$ cat config.mk
export PLATFORM = sky130hd
export DESIGN_NAME = bcd_alu_seq_flat
export DESIGN_NICKNAME = d
export VERILOG_FILES = /design/src/rtl/bcd_alu_seq_if.sv /design/src/rtl/bcd_alu_seq.sv /design/src/flat_wrapper.sv
export SDC_FILE = /design/constraint.sdc
export NUM_CORES = 1
export LEC_CHECK = 0
export ABC_AREA = 0
export CORE_ASPECT_RATIO = 2
export CORE_UTILIZATION = 65
export CTS_BUF_LIST = sky130_fd_sc_hd__clkbuf_2 sky130_fd_sc_hd__clkbuf_4 sky130_fd_sc_hd__clkbuf_8
export CTS_CLUSTER_DIAMETER = 80
export DETAILED_ROUTE_END_ITERATION = 12
export GPL_ROUTABILITY_DRIVEN = 1
export PLACE_DENSITY_LB_ADDON = 0.25
export SLEW_MARGIN = 25
export SYNTH_ARGS = -nofsm -noshare
export SYNTH_HDL_FRONTEND = slang
export SYNTH_SLANG_ARGS = --single-unit
$ cat constraint.sdc
create_clock -name clk -period 19.15 [get_ports clk]
set_clock_uncertainty 0.15 [all_clocks]
set_input_delay 3.83 -clock clk [delete_from_list [all_inputs] [get_ports clk]]
set_output_delay 3.83 -clock clk [all_outputs]
set_load 0.01 [all_outputs]
$ cat src/rtl/bcd_alu_seq_if.sv
`default_nettype none
// +----------------------------------------------------------------------------+
// | bcd_alu_seq_if : keypad strobes in, display/status out for bcd_alu_seq      |
// | Rev 1.0                                                                     |
// +----------------------------------------------------------------------------+
interface bcd_alu_seq_if #(
   parameter int DIGITS = 10
);
   logic                  clear;
   logic                  digit_valid;
   logic [3:0]            digit;
   logic                  op_valid;
   logic [1:0]            op;
   logic [4*DIGITS-1:0]   aux;
   logic                  sgn_aux;
   logic                  full_aux;
   logic                  busy;
   logic                  done;
   logic                  overflow;

   modport master (
      output clear, digit_valid, digit, op_valid, op,
      input  aux, sgn_aux, full_aux, busy, done, overflow
   );

   modport slave (
      input  clear, digit_valid, digit, op_valid, op,
      output aux, sgn_aux, full_aux, busy, done, overflow
   );
endinterface
`default_nettype wire

$ cat src/rtl/bcd_alu_seq.sv
`default_nettype none
// +----------------------------------------------------------------------------+
// | bcd_alu_seq : sign-magnitude BCD calculator core, one digit per clock       |
// | Rev 1.0                                                                     |
// +----------------------------------------------------------------------------+
module bcd_alu_seq #(
   parameter int DIGITS = 10
) (
   input  wire logic     clk,
   input  wire logic     rst,
   bcd_alu_seq_if.slave  bus
);
   localparam int W  = 4 * DIGITS;
   localparam int CW = $clog2(DIGITS + 1);

   localparam logic [1:0] c_OP_NONE = 2'b00;
   localparam logic [1:0] c_OP_SUB  = 2'b10;
   localparam logic [1:0] c_OP_EQ   = 2'b11;

   typedef enum logic [2:0] {
      S_IDLE = 3'd0,
      S_CALC = 3'd1,
      S_NEG  = 3'd2,
      S_DONE = 3'd3,
      S_LOCK = 3'd4
   } state_t;

   state_t          state_q, state_d;
   logic [W-1:0]    aux_q, aux_d;
   logic            sgn_aux_q, sgn_aux_d;
   logic            full_q, full_d;
   logic            ovf_q, ovf_d;
   logic            done_q, done_d;
   logic [W-1:0]    acc_q, acc_d;
   logic            sgn_acc_q, sgn_acc_d;
   logic            pend_sub_q, pend_sub_d;
   logic            chain_q, chain_d;
   logic [CW-1:0]   cnt_q, cnt_d;
   logic [CW-1:0]   idx_q, idx_d;
   logic [W-1:0]    opa_q, opa_d;
   logic [W-1:0]    opb_q, opb_d;
   logic [W-5:0]    res_q, res_d;
   logic            carry_q, carry_d;
   logic            sub_q, sub_d;

   // Shared digit adder: CALC adds a + (b or 9-b); NEG adds (9-a) + 0 + 1 for the 10s complement.
   logic [3:0]      w_a, w_b, w_dig;
   logic [4:0]      w_sum;
   logic            w_cout;
   logic [W-1:0]    w_res;
   logic            w_last;
   logic            w_sgn;

   assign w_a    = (state_q == S_NEG) ? (4'd9 - opa_q[3:0]) : opa_q[3:0];
   assign w_b    = (state_q == S_CALC && sub_q) ? (4'd9 - opb_q[3:0]) : opb_q[3:0];
   assign w_sum  = {1'b0, w_a} + {1'b0, w_b} + {4'b0000, carry_q};
   assign w_cout = (w_sum > 5'd9);
   assign w_dig  = w_cout ? (w_sum[3:0] + 4'd6) : w_sum[3:0];
   assign w_res  = {w_dig, res_q};
   assign w_last = (idx_q == CW'(DIGITS - 1));
   assign w_sgn  = (w_res == '0) ? 1'b0 :
                   ((state_q == S_NEG) ? ~sgn_acc_q : sgn_acc_q);

   always_ff @(posedge clk or posedge rst) begin
      if (rst) begin
         state_q    <= S_IDLE;
         aux_q      <= '0;
         sgn_aux_q  <= 1'b0;
         full_q     <= 1'b0;
         ovf_q      <= 1'b0;
         done_q     <= 1'b0;
         acc_q      <= '0;
         sgn_acc_q  <= 1'b0;
         pend_sub_q <= 1'b0;
         chain_q    <= 1'b0;
         cnt_q      <= '0;
         idx_q      <= '0;
         opa_q      <= '0;
         opb_q      <= '0;
         res_q      <= '0;
         carry_q    <= 1'b0;
         sub_q      <= 1'b0;
      end else begin
         state_q    <= state_d;
         aux_q      <= aux_d;
         sgn_aux_q  <= sgn_aux_d;
         full_q     <= full_d;
         ovf_q      <= ovf_d;
         done_q     <= done_d;
         acc_q      <= acc_d;
         sgn_acc_q  <= sgn_acc_d;
         pend_sub_q <= pend_sub_d;
         chain_q    <= chain_d;
         cnt_q      <= cnt_d;
         idx_q      <= idx_d;
         opa_q      <= opa_d;
         opb_q      <= opb_d;
         res_q      <= res_d;
         carry_q    <= carry_d;
         sub_q      <= sub_d;
      end
   end

   always_comb begin
      state_d    = state_q;
      aux_d      = aux_q;
      sgn_aux_d  = sgn_aux_q;
      full_d     = full_q;
      ovf_d      = ovf_q;
      done_d     = 1'b0;
      acc_d      = acc_q;
      sgn_acc_d  = sgn_acc_q;
      pend_sub_d = pend_sub_q;
      chain_d    = chain_q;
      cnt_d      = cnt_q;
      idx_d      = idx_q;
      opa_d      = opa_q;
      opb_d      = opb_q;
      res_d      = res_q;
      carry_d    = carry_q;
      sub_d      = sub_q;

      if (bus.clear) begin
         state_d    = S_IDLE;
         aux_d      = '0;
         sgn_aux_d  = 1'b0;
         full_d     = 1'b0;
         ovf_d      = 1'b0;
         acc_d      = '0;
         sgn_acc_d  = 1'b0;
         pend_sub_d = 1'b0;
         chain_d    = 1'b0;
         cnt_d      = '0;
         idx_d      = '0;
         opa_d      = '0;
         opb_d      = '0;
         res_d      = '0;
         carry_d    = 1'b0;
         sub_d      = 1'b0;
      end else begin
         case (state_q)
            S_IDLE: begin
               if (bus.digit_valid) begin
                  if (bus.digit <= 4'd9) begin
                     if (chain_q) begin
                        acc_d      = '0;
                        sgn_acc_d  = 1'b0;
                        pend_sub_d = 1'b0;
                        chain_d    = 1'b0;
                     end
                     if (cnt_q == '0) begin
                        aux_d     = {{(W-4){1'b0}}, bus.digit};
                        sgn_aux_d = 1'b0;
                        cnt_d     = CW'(1);
                     end else if (cnt_q < CW'(DIGITS)) begin
                        aux_d  = {aux_q[W-5:0], bus.digit};
                        cnt_d  = cnt_q + CW'(1);
                        full_d = (cnt_q == CW'(DIGITS - 1));
                     end
                  end
               end else if (bus.op_valid && bus.op != c_OP_NONE) begin
                  if (cnt_q == '0) begin
                     // No operand keyed since the last op: only the pending op may change.
                     if (bus.op != c_OP_EQ) begin
                        pend_sub_d = (bus.op == c_OP_SUB);
                        chain_d    = 1'b0;
                     end
                  end else begin
                     sub_d      = sgn_acc_q ^ pend_sub_q;
                     carry_d    = sgn_acc_q ^ pend_sub_q;
                     opa_d      = acc_q;
                     opb_d      = aux_q;
                     res_d      = '0;
                     idx_d      = '0;
                     pend_sub_d = (bus.op == c_OP_SUB);
                     chain_d    = (bus.op == c_OP_EQ);
                     state_d    = S_CALC;
                  end
               end
            end

            S_CALC, S_NEG: begin
               opa_d   = opa_q >> 4;
               opb_d   = opb_q >> 4;
               res_d   = w_res[W-1:4];
               carry_d = w_cout;
               idx_d   = idx_q + CW'(1);
               if (w_last) begin
                  if (state_q == S_CALC && !sub_q && w_cout) begin
                     aux_d     = {{(W-8){1'b0}}, 8'hEE};
                     sgn_aux_d = 1'b0;
                     ovf_d     = 1'b1;
                     done_d    = 1'b1;
                     cnt_d     = '0;
                     full_d    = 1'b0;
                     state_d   = S_LOCK;
                  end else if (state_q == S_CALC && sub_q && !w_cout) begin
                     // |acc| < |aux|: the sum is the 10s complement of the true magnitude.
                     opa_d   = w_res;
                     opb_d   = '0;
                     res_d   = '0;
                     carry_d = 1'b1;
                     idx_d   = '0;
                     state_d = S_NEG;
                  end else begin
                     aux_d     = w_res;
                     sgn_aux_d = w_sgn;
                     acc_d     = w_res;
                     sgn_acc_d = w_sgn;
                     done_d    = 1'b1;
                     cnt_d     = '0;
                     full_d    = 1'b0;
                     state_d   = S_DONE;
                  end
               end
            end

            S_DONE:  state_d = S_IDLE;
            S_LOCK:  state_d = S_LOCK;
            default: state_d = S_IDLE;
         endcase
      end
   end

   assign bus.aux      = aux_q;
   assign bus.sgn_aux  = sgn_aux_q;
   assign bus.full_aux = full_q;
   assign bus.busy     = (state_q == S_CALC) || (state_q == S_NEG);
   assign bus.done     = done_q;
   assign bus.overflow = ovf_q;
endmodule
`default_nettype wire

$ cat src/flat_wrapper.sv
// flat-port wrapper written by rule: the top's interface ports become plain ports
module bcd_alu_seq_flat 
#(
   parameter int DIGITS = 10
)
  (clk, rst, bus_clear, bus_digit_valid, bus_digit, bus_op_valid, bus_op, bus_aux, bus_sgn_aux, bus_full_aux, bus_busy, bus_done, bus_overflow);
  bcd_alu_seq_if #(.DIGITS(DIGITS)) bus_i ();
  input  wire logic clk;
  input  wire logic rst;
  input wire logic [$bits(bus_i.clear)-1:0] bus_clear;
  input wire logic [$bits(bus_i.digit_valid)-1:0] bus_digit_valid;
  input wire logic [$bits(bus_i.digit)-1:0] bus_digit;
  input wire logic [$bits(bus_i.op_valid)-1:0] bus_op_valid;
  input wire logic [$bits(bus_i.op)-1:0] bus_op;
  output wire logic [$bits(bus_i.aux)-1:0] bus_aux;
  output wire logic [$bits(bus_i.sgn_aux)-1:0] bus_sgn_aux;
  output wire logic [$bits(bus_i.full_aux)-1:0] bus_full_aux;
  output wire logic [$bits(bus_i.busy)-1:0] bus_busy;
  output wire logic [$bits(bus_i.done)-1:0] bus_done;
  output wire logic [$bits(bus_i.overflow)-1:0] bus_overflow;
  assign bus_i.clear = bus_clear;
  assign bus_i.digit_valid = bus_digit_valid;
  assign bus_i.digit = bus_digit;
  assign bus_i.op_valid = bus_op_valid;
  assign bus_i.op = bus_op;
  assign bus_aux = bus_i.aux;
  assign bus_sgn_aux = bus_i.sgn_aux;
  assign bus_full_aux = bus_i.full_aux;
  assign bus_busy = bus_i.busy;
  assign bus_done = bus_i.done;
  assign bus_overflow = bus_i.overflow;
  bcd_alu_seq #(.DIGITS(DIGITS)) u_core (.clk(clk), .rst(rst), .bus(bus_i));
endmodule
---- Yosys cells after proc, flatten, opt, wreduce, memory -nomap -nowiden ----
Index checks and enable logic that the tools add are counted.
storage, ports and cells
  flip-flop bits (word level) ............. 216
  output and inout bits ................... 45
  word-level logic and storage cells ...... 211
  input bits .............................. 11
cells by class
  multiplexer cells ....................... 126
  bitwise gates (word level) .............. 2
  equal/unequal tests ..................... 26
  add/subtract/negate cells ............... 7
  reduce and logical (&&, ||, !) cells .... 30
  magnitude comparators ................... 3
operator list
  operator                                                                  number
  40-bit two-way mux                                                        27
  40-bit case mux with 2 select lines                                       4
  36-bit two-way mux                                                        8
  4-bit two-way mux                                                         18
  36-bit case mux with 2 select lines                                       1
  1-bit two-way mux                                                         55
  40-bit zero test                                                          1
  3-bit by 2-bit inequality test with 1-bit output (second input constant)  8
  3-bit two-way mux                                                         6
  4-bit case mux with 2 select lines                                        2
  4-bit AND reduction                                                       4
  3-bit inequality test (second input constant)                             5
  7-bit AND reduction                                                       2
  6-bit AND reduction                                                       2
  2-bit nonzero test                                                        6
  3-bit case mux with 3 select lines                                        1
  4-bit by 1-bit adder with 4-bit output (second input constant)            2
  4-bit equality test (second input constant)                               2
  1-bit case mux with 2 select lines                                        4
  4-bit subtractor (first input constant)                                   2
  2-bit inequality test (second input constant)                             3
  3-bit nonzero test                                                        2
  4-bit by 4-bit adder with 5-bit output                                    1
  5-bit by 1-bit adder with 5-bit output                                    1
  other kinds (21)                                                          27

---- Logic depth before layout (Yosys ltp) ----
  word-level depth ........................ 14
  gate-level depth with buffers ........... 16
  gate-level depth less buffers ........... 13

---- Worst setup path before layout ----
OpenSTA, ideal clock, no wires.
  kind .................................... input -> register
  start ................................... input bus_clear
  end ..................................... register u_core.aux_q[13], in the netlist u_core.bus.aux[13]
  cell stages on the path ................. 7
  arrival time ............................ 5.385 ns
  slack ................................... 13.489 ns
  library setup time ...................... 0.126 ns
  path buffers ............................ 2
  data required time ...................... 18.874 ns
  cells stage by stage .................... clkbuf_1 -> nor2_1 -> nand2b_1 -> o311ai_4 -> nor3_2 -> buf_6 -> a221o_1
between the ends
  cells in the longest elaborated chain, start to end .. 2
  elaborated cells between the ends (all ways) .. 8
  those cells by class .................... eq/ne: 5; mux: 1; reduce/logical: 2
RTL lines
  element                                                                                   line                text
  from (decl)                                                                               flat_wrapper.sv:10  input wire logic [$bits(bus_i.clear)-1:0] bus_clear;
  4-bit by 2-bit inequality test with 1-bit output (no line), or another cell as far along  -
  6-bit AND reduction (no line)                                                             -
  to (signal assigned)                                                                      bcd_alu_seq.sv:85   aux_q <= aux_d;
  to (decl)                                                                                 bcd_alu_seq.sv:29   logic [W-1:0] aux_q, aux_d;
Parallel ways exist; a longest one is shown, timed or not.
A chain may end at the register's enable or synchronous reset.

---- Final worst setup path ----
  start ................................... input bus_clear
  end ..................................... register u_core.aux_q[26], in the netlist u_core.bus.aux[26]
Same word-level chain as after synthesis.

==> metrics.md <==
| Metric | Value |
|---|---|
| CTS tree | `built` |
| Reg-to-reg slack, setup | `13.55 ns` |
| Pins Over Slew Limit | `0` |
| Die extent in x | `90.6 um` |
| Share of power burned in registers | `48.1%` |
| Crit Path Category | `in -> reg` |
| Peak Freq | `0.142 GHz` |
| Hold_buf cts | `0` |
| Main combinational cell family by area after synthesis | `compound AO/OA/AOI/OAI gates` |
| Crit-path max cell delay | `0.91 ns` |
| Synth async-reset ratio | `100%` |
| Psw | `roughly 0.26 mW` |
| Final worst slack | `12.10 ns` |
| Die Area | `16200 um^2` |
| Clock transition at path regs | `0.06 ns` |
| Tightest Pin Transition | `0.974 ns` |
| Max-capacitance violation count | `0` |
| Hold Startpoint | `u_core.opb_q[26]$_DFFE_PP0P_` |
| Critical Path End Type | `flip-flop` |
| Post-route ant nets | `0` |
| Antenna Cells | `0` |
| CP required | `just under 20 ns` |
| Largest net degree at the start of global routing | `~130` |
| Leak | `approximately 5.4 nW` |
| Synth area leaders | `dfrtp_1 (53%), mux2i_1 (10%), a22o_1 (4.2%), o2bb2ai_1 (3.2%), a21o_1 (2.6%)` |
| Clock tree buffer depth | `3` |
| Mux share of post-synthesis cell area | `10.2%` |
| Fill count | `around 1000` |
| HP Class | `reg -> reg` |
| Status | `finished clean` |
| First-pass GRT wire length | `47.4 mm` |
| Placed cell count | `1089` |
| Post-CTS Resized | `0` |
| Clock group share of total power | `40.9%` |
| Post-Layout Cell Count | `approximately 1100` |
| Layout Area Growth over Synthesis | `12.9%` |
| CP max FO | `64` |
| Wire per inst | `between 20 and 30 um` |
| Rows | `64` |
| Root buf cell | `clkbuf_8` |
| PwrDens | `85.4 nW/um^2` |
| Syn nets | `916` |
| Fin crit period | `between 7 and 8 ns` |
| Vias | `8127` |
| Largest area contributor in the synthesized netlist | `dfrtp_1` |
| Die Height | `about 180 um` |
| Core box area | `15300 um^2` |
| Post-synthesis sequential area ratio | `a little over half` |
| Total Wirelength | `between 30 and 40 mm` |
| Post-Synth XOR/XNOR Area | `0.773%` |
| Crit path cell chain | `clkdlybuf4s50_1, nor2_1, o2111ai_1, o311ai_4, buf_4, nor3_4, buf_6, a221o_1` |
| CP startpoint kind | `input pin` |
| Share of the synthesized area in the top cell type | `53.0%` |
| Simple logic cell fraction of the synthesized area | `between 8 and 9%` |
| Overflow after GRT | `0` |
| Tot Pwr | `0.984 mW` |
| Adder-cell share of the synthesized area | `1.74%` |
| Clock sinks | `216` |
| Total track usage | `38.5%` |
| Remaining DRCs | `0` |
| Synth Flop Type | `dfrtp_1` |
| Unrepaired setup endpoints after global routing | `false` |
| Yosys cell types | `63` |
| Critical path origin | `bus_clear` |
| Pre-CTS worst setup slack | `11.65 ns` |
| Slew headroom | `34.9%` |
| Warnings, synthesis | `0` |
| Power Internal | `0.725 mW` |
| Syn Std Cell Area | `about 10000 um^2` |
| Nets | `947` |
| Synth Area in Compound Gates | `a little over a fifth` |
| Switching portion of total power | `26.3%` |
| Initial antenna violation count | `0` |
| CTS buffer count | `30` |
| CP max-delay cell | `clkdlybuf4s50_1` |
| Post-synthesis average cell area | `about 11 um^2` |
| Post-Syn Instances | `892` |
| Starting DRT DRC Count | `1002` |
| Post-synth EDFFs | `0` |
| Gate power share | `11.0%` |
| Setup violations, final | `0` |
| Vias in the first global route | `8427` |
| Initial Util | `66.7%` |
| Drt first pass iters | `5` |
| Depth of the CTS H-tree | `1` |
| Gp weighted congestion | `between 0.9 and 1` |
| Final hold vios | `0` |
| Crit path arrival time | `7.33 ns` |
| Post-DP HPWL | `19.4 mm` |
| I/O pin total | `56` |
| Worst skew pair latency | `around 0.56 ns` |
| Flops & latches, synth | `216` |
| Tcrit/Tclk final | `36.8%` |
| Launching point of the worst reg2reg path | `u_core.state_q[1]$_DFFE_PP0P_` |
| Via/cell ratio | `7.12` |
| Layout cell share with drive strength beyond 1 | `around 8.9%` |
| IO Port Bufs | `55` |
| Util after Layout | `75.3%` |
| Fin Setup TNS | `0 ns` |
| Peak VDD IR | `0.0725 mV` |
| Post-CTS setup buffer count | `0` |
Yosys cell counts (3+ instances only):
cell type,instances
a2111oi_0,5
a211oi_1,3
a21boi_0,4
a21o_1,35
a21oi_1,21
a221o_1,26
a22o_1,49
a311oi_1,4
a31oi_1,8
and2_1,27
and3_1,8
buf_1,3
buf_2,13
buf_4,5
buf_6,3
clkbuf_1,44
dfrtp_1,216
ha_1,11
inv_1,16
mux2i_1,103
nand2_1,56
nand2b_1,3
nand3_1,10
nand3b_1,3
nand4_1,3
nor2_1,35
nor2b_1,5
nor3_1,9
nor4_1,8
o211ai_1,3
o21ai_0,24
o22a_1,4
o22ai_1,37
o2bb2ai_1,37
o31ai_1,11
xnor2_1,7
state kept, by name, indices dropped and copies added (netlist names), 3 cells and up:
name            flops
u_core.acc_q       40
u_core.bus.aux     40
u_core.opa_q       40
u_core.opb_q       40
u_core.res_q       36
u_core.cnt_q        4
u_core.idx_q        4
u_core.state_q      3
metal layers:
| metal | GRT usage, % | share of wire (%) | wire (um) | up-vias |
|---|---|---|---|---|
| met4 | 29.6 | 9.0 | 2720 | 0 |
| met1 | 42.9 | 33 | 10100 | 4061 |
| met2 | 65.4 | 50 | 15100 | 471 |
| li1 | - | - | - | 3439 |
| met3 | 6.70 | 7.2 | 2170 | 156 |
| met5 | 0 | 0 | 0 | - |
final timing paths:
kind	to	cells after the start
max in group asynchronous	u_core.opa_q[20]$_DFFE_PP0P_	3
min in group asynchronous	u_core.cnt_q[2]$_DFFE_PP0P_	2
max reg2reg	u_core.idx_q[2]$_DFFE_PP0P_	14
min	u_core.opb_q[22]$_DFFE_PP0P_	1
max	u_core.bus.aux[26]$_DFFE_PP0P_	8
min reg2reg	u_core.opb_q[22]$_DFFE_PP0P_	1
power by group through the flow:
stage                     clock network, mW  logic, mW  registers, mW
final                                 0.402      0.108          0.473
after global routing                  0.422      0.117          0.473
after CTS                             0.404      0.106          0.473
after detailed placement                  0      0.105          0.481
after global placement                    0      0.101          0.480
after floorplan                           0     0.0722          0.478
area by class of cell:
class	count	area, um^2	share of cell area, %
clock buffers	47	572	4.97
clock inverters	6	105	0.913
inverters	16	67.6	0.587
multi-input cells	592	4470	38.8
flip-flops and latches	216	5410	46.9
well taps	198	248	2.15
repair buffers	67	648	5.63
cells in the final DEF (no fill, tap or decap), types with 8 or more instances in the layout:
cell / n
a22o_1: 49
o21ai_0: 24
nand2_1: 54
nand3_1: 10
and3_1: 8
a31oi_1: 8
inv_1: 15
o31ai_1: 11
clkbuf_4: 12
o2bb2ai_1: 37
o22ai_1: 36
a221o_1: 26
a21oi_1: 21
clkdlybuf4s50_1: 55
clkbuf_8: 35
mux2i_1: 103
and2_1: 26
nor3_1: 9
nor2_1: 32
dfrtp_1: 216
ha_1: 11
buf_4: 10
a21o_1: 35
nor4_1: 8
worst max-delay path, delay by kind of cell:
family                 cells  cell delay [ns]
buffers and inverters      3             1.78
and+or+nand+nor            2             0.85
AOI/OAI and AO/OA          3             0.81
cells by family (layout without fill, tap and decap cells):
family          Yosys count  after routing
compound gates          288            288
xor+xnor                  9              9
fa+ha+maj                13             13
buf+inv                  84            136
flops                   216            216
mux                     104            104
simple gates            178            178
through the flow:
step                      cell area, um^2  hold slack (ns)
final                               11500            0.331
after global routing                11500            0.346
after CTS                           11500            0.331
after detailed placement            10800            0.316
after global placement              10800            0.307
after floorplan                     10200            0.298
No activity file was read; power rests on OpenSTA's default activity.
